### config.mk
export PLATFORM = sky130hd
export DESIGN_NAME = rv_iopmp_dl_seq
export DESIGN_NICKNAME = d
export VERILOG_FILES = /design/src/rtl/rv_iopmp_pkg.sv /design/src/rtl/rv_iopmp_dl_seq.sv
export SDC_FILE = /design/constraint.sdc
export NUM_CORES = 1
export LEC_CHECK = 0
export BUFFER_PORTS_ARGS = -buffer_cell sky130_fd_sc_hd__buf_2
export CAP_MARGIN = 25
export CORE_MARGIN = 4
export CORE_UTILIZATION = 49
export CTS_BUF_LIST = sky130_fd_sc_hd__clkbuf_8
export CTS_CLUSTER_SIZE = 20
export DETAILED_ROUTE_END_ITERATION = 8
export GPL_TIMING_DRIVEN = 0
export PLACE_DENSITY = 0.79
export SETUP_SLACK_MARGIN = 0.3
export SLEW_MARGIN = 10
export SYNTH_ARGS = -nofsm -noshare
export SYNTH_HDL_FRONTEND = slang
export SYNTH_SLANG_ARGS = --single-unit
### constraint.sdc
create_clock -name clk_i -period 2.2 [get_ports clk_i]
set_input_delay 0.22 -clock clk_i [delete_from_list [all_inputs] [get_ports clk_i]]
set_output_delay 0.22 -clock clk_i [all_outputs]
set_load 0.03 [all_outputs]
### src/rtl/rv_iopmp_pkg.sv
// Shared IOPMP types: access encoding, window-sequencer states and error-type codes.
package rv_iopmp_pkg;

    typedef enum logic [1:0] {
        ACCESS_NONE  = 2'd0,
        ACCESS_READ  = 2'd1,
        ACCESS_WRITE = 2'd2,
        ACCESS_EXEC  = 2'd3
    } access_t;

    typedef enum logic [1:0] {
        IDLE = 2'd0,
        SCAN = 2'd1,
        RESP = 2'd2
    } seq_state_e;

    localparam logic [2:0] ERR_NOT_HIT = 3'h5;

endpackage

### src/rtl/rv_iopmp_dl_seq.sv
// Window sequencer: walks the entry table NUMBER_INSTANCES entries per cycle through the
// shared decision logic and returns one registered allow/error response per transaction.
module rv_iopmp_dl_seq
    import rv_iopmp_pkg::*;
#(
    parameter int unsigned NUMBER_ENTRIES   = 32,
    parameter int unsigned NUMBER_INSTANCES = 8
) (
    input  logic        clk_i,
    input  logic        rst_ni,
    input  logic        enable_i,
    input  logic        req_valid_i,
    output logic        req_ready_o,
    input  access_t     req_access_i,
    output logic        dl_enable_o,
    output logic [8:0]  dl_entry_offset_o,
    output access_t     dl_access_o,
    input  logic        dl_allow_i,
    input  logic        dl_err_i,
    input  logic [2:0]  dl_err_type_i,
    input  logic [15:0] dl_err_index_i,
    output logic        rsp_valid_o,
    input  logic        rsp_ready_i,
    output logic        rsp_allow_o,
    output logic        rsp_err_o,
    output logic [2:0]  rsp_err_type_o,
    output logic [15:0] rsp_err_index_o
);

    localparam logic [8:0] LAST = 9'(NUMBER_ENTRIES - NUMBER_INSTANCES);
    localparam logic [8:0] STEP = 9'(NUMBER_INSTANCES);

    seq_state_e  state_q, state_d;
    logic [8:0]  offset_q, offset_d;
    access_t     access_q, access_d;
    logic        allow_q, allow_d;
    logic        err_q, err_d;
    logic [2:0]  err_type_q, err_type_d;
    logic [15:0] err_index_q, err_index_d;

    always_ff @(posedge clk_i or negedge rst_ni) begin
        if (!rst_ni) begin
            state_q     <= IDLE;
            offset_q    <= '0;
            access_q    <= ACCESS_NONE;
            allow_q     <= 1'b0;
            err_q       <= 1'b0;
            err_type_q  <= '0;
            err_index_q <= '0;
        end else begin
            state_q     <= state_d;
            offset_q    <= offset_d;
            access_q    <= access_d;
            allow_q     <= allow_d;
            err_q       <= err_d;
            err_type_q  <= err_type_d;
            err_index_q <= err_index_d;
        end
    end

    always_comb begin
        state_d           = state_q;
        offset_d          = offset_q;
        access_d          = access_q;
        allow_d           = allow_q;
        err_d             = err_q;
        err_type_d        = err_type_q;
        err_index_d       = err_index_q;
        req_ready_o       = 1'b0;
        rsp_valid_o       = 1'b0;
        dl_enable_o       = 1'b0;
        dl_entry_offset_o = '0;
        dl_access_o       = ACCESS_NONE;

        unique case (state_q)
            IDLE: begin
                req_ready_o = 1'b1;
                if (req_valid_i) begin
                    access_d = req_access_i;
                    offset_d = '0;
                    if (enable_i) begin
                        state_d = SCAN;
                    end else begin
                        // IOPMP disabled: everything passes without touching the table
                        allow_d     = 1'b1;
                        err_d       = 1'b0;
                        err_type_d  = '0;
                        err_index_d = '0;
                        state_d     = RESP;
                    end
                end
            end
            SCAN: begin
                dl_enable_o       = 1'b1;
                dl_entry_offset_o = offset_q;
                dl_access_o       = access_q;
                if (dl_allow_i || dl_err_i) begin
                    allow_d     = dl_allow_i;
                    err_d       = dl_err_i;
                    err_type_d  = dl_err_type_i;
                    err_index_d = dl_err_index_i;
                    state_d     = RESP;
                end else if (offset_q != LAST) begin
                    offset_d = offset_q + STEP;
                end else begin
                    // Last window silent: never let a transaction through undecided
                    allow_d     = 1'b0;
                    err_d       = 1'b1;
                    err_type_d  = ERR_NOT_HIT;
                    err_index_d = '0;
                    state_d     = RESP;
                end
            end
            RESP: begin
                rsp_valid_o = 1'b1;
                if (rsp_ready_i) begin
                    state_d     = IDLE;
                    offset_d    = '0;
                    allow_d     = 1'b0;
                    err_d       = 1'b0;
                    err_type_d  = '0;
                    err_index_d = '0;
                end
            end
            default: begin
                state_d = IDLE;
            end
        endcase
    end

    assign rsp_allow_o     = allow_q;
    assign rsp_err_o       = err_q;
    assign rsp_err_type_o  = err_type_q;
    assign rsp_err_index_o = err_index_q;

endmodule

==> out/qor.yml <==
run_status:
  status: "finished clean"
detailed_routing:
  detail-route-antenna-nets: 0
  num_vias: 1271
  via_per_inst: 5.55
  wl_mm: 3.65
  top_layer_used: "met4"
  wl_met2_mm: 1.79
  wire_per_inst_um: 15.9
  drc: 0
  met3_length_um: 267
  dr.pass1.iters: 4
  drtIter0Drc: 56
  wl_met1_mm: 1.55
synthesis:
  ys_ff_latch: 31
  ys_seq_area_share_pct: 52.8
  syn_inst: 124
  synth_edf_count: 0
  yosys.cell_types.count: 38
  async_reset_ff_share_pct: 100
  yosysWarnings: 0
  synth_area_per_cell_um2: 11.8
  synthFlopType: "dfrtp_1"
  syn_area_um2: 1470
worst_setup_path:
  path_max_fanout: 7
  crit_type: "register to register"
  critPathLaunchType: "register"
  crit_required_ns: 2.36
  end_kind: "register"
  cp_data_arrival_time_ns: 1.99
clock_tree:
  htreeDepth: 2
  cts_root_buf: "clkbuf_8"
  clock_latency_ns: 0.28
  clkSinkCount: 31
  cts_inserted_buffers: 5
  clk_pin_slew_worst_paths_ns: 0.06
  clock_path_buffers: 2
  cts_tree: "done"
timing:
  post-route-period-util_pct: 83.1
  fin_setup_tns_ns: 0
  clock-skew-final_ns: 0.00645
  fmaxAchievable_mhz: 547
  setup_viol: 0
  worst_slack_ns: 0.371
  finalHoldViolations: 0
  slew_headroom_pct: 54.7
  rsz0062_at_grt: "false"
  slew_viol_final: 0
  min_period_ns: 1.83
  worst_pin_slew_ns: 0.679
power:
  ir_drop_mv: 0.758
  power_density_nw_per_um2: 1130
  leakagePower_nw: 1.09
global_routing:
  antenna_found_initial: 0
  grt_pass1_wl_mm: 5.98
  gr-usage-all-layers_pct: 19.3
  grt_overflow: 0
  grt_pass1_vias: 1331
  grt_max_degree: 32
flow_run:
  max_cap_violations: 0
final_layout:
  final_cell_mix: "59 x buf_2, 30 x dfrtp_1, 10 x a22o_2, 9 x and2_1"
  areaGrowthSynthToFinish_pct: 34.5
  drive_above_1_share_pct: 48.0
  antennaDiodeCount: 0
  layout_commonest_cell: "buf_2"
  fin_area_um2: 1980
  nets: 227
floorplan:
  die_x_um: 62.8
  rows: 19
  ios: 63
  dieArea_um2: 3940
  die_h_um: 62.8
  start_util_pct: 52.4
  core_um2: 2810
placement:
  dpl.hpwl_mm: 2.57
  portBuffers: 59
  dpl_cell_area_um2: 1810
  gp_congestion: 0.780
  post-place-ws_ns: 0.204
worst_hold_path:
  worstHoldPathType: "primary input to register"
sequential cells by signal (all words and copies together) (netlist names):
register and count:
rsp_err_type_o 3, state_q 2, access_q 2, offset_q 6, rsp_err_o 1, rsp_err_index_o 16
rsp_allow_o 1
metal layers:
metal / vias up / GRT usage [%]
met5: - / 0
met1: 612 / 21.8
met3: 5 / 7.91
li1: 607 / -
met2: 47 / 32.5
met4: 0 / 7.71
worst max-delay path: stages, from the launching register on:
cell	delay [ns]
dfrtp_1	0.46
nor4_4	0.40
a31oi_4	0.13
buf_4	0.15
buf_4	0.15
and3b_1	0.16
a221o_1	0.26
stage by stage:
| stage | hold slack, ns | cells | utilization [%] | total power, mW |
|---|---|---|---|---|
| finish | 0.141 | 229 | 70.4 | 2.24 |
| detailed placement | 0.302 | 216 | 64.5 | 1.67 |
| global route | 0.142 | 229 | 70.4 | 2.37 |
| floorplan | -0.0756 | 126 | - | 1.42 |
| CTS | 0.135 | 225 | 69.0 | 2.21 |
| global placement | 0.286 | 216 | 64.5 | 1.65 |
layout make-up:
type	count	area (µm²)
Fill cell	224	830
Buffer	7	65.1
Sequential cell	31	777
Multi-Input combinational cell	84	634
Inverter	4	15.0
Timing Repair Buffer	65	343
Clock inverter	2	33.8
Clock buffer	5	68.8
Tap cell	31	38.8
logic make-up after synthesis:
kind of cell	count (synthesis)	synth area share [%]
AO/OA/AOI/OAI	40	23.1
AND/OR/NAND/NOR	36	14.8
flip-flops	31	52.8
buffers and inverters	11	5.20
multiplexers	4	2.98
adder cells (fa/ha/maj)	1	0.852
other	1	0.255
path summary, 6_finish.rpt:
path | start | end | slack (ns) | cells after the start
setup / recovery | offset_q[5] | offset_q[5] | 0.37 | 6
hold / removal | rsp_ready_i | state_q[1] | 0.14 | 2
setup reg to reg | offset_q[5] | offset_q[5] | 0.37 | 6
hold reg to reg | rsp_err_index_o[9] | rsp_err_index_o[9] | 0.50 | 1
max in group asynchronous | rst_ni | state_q[1] | 1.21 | 2
min in group asynchronous | rst_ni | state_q[1] | 0.52 | 2
Yosys cell counts, types with 3 or more instances:
cell,instances,area (µm²)
a221o_1,3,30.0
and3_1,3,18.8
buf_4,3,22.5
inv_1,4,15.0
and2_1,9,56.3
o21ai_0,6,30.0
a22o_2,10,100
nand3_1,3,15.0
nor2_1,9,33.8
a22o_1,7,61.3
nand2_1,3,11.3
dfrtp_1,31,776
report_power, final:
part	total (mW)	switching (mW)	internal (mW)
combinational	0.883	0.533	0.350
clock	0.526	0.199	0.327
sequential	0.827	0.110	0.717
what timing repair did:
item,4_1_cts,5_1_grt
pin swaps,0,1
setup endpoints to repair,9,18
hold endpoints to repair,17,0
resized for setup,3,5
buffers inserted,1,4
hold buffers,1,0
Note: power is estimated with default switching activity, not from simulation.
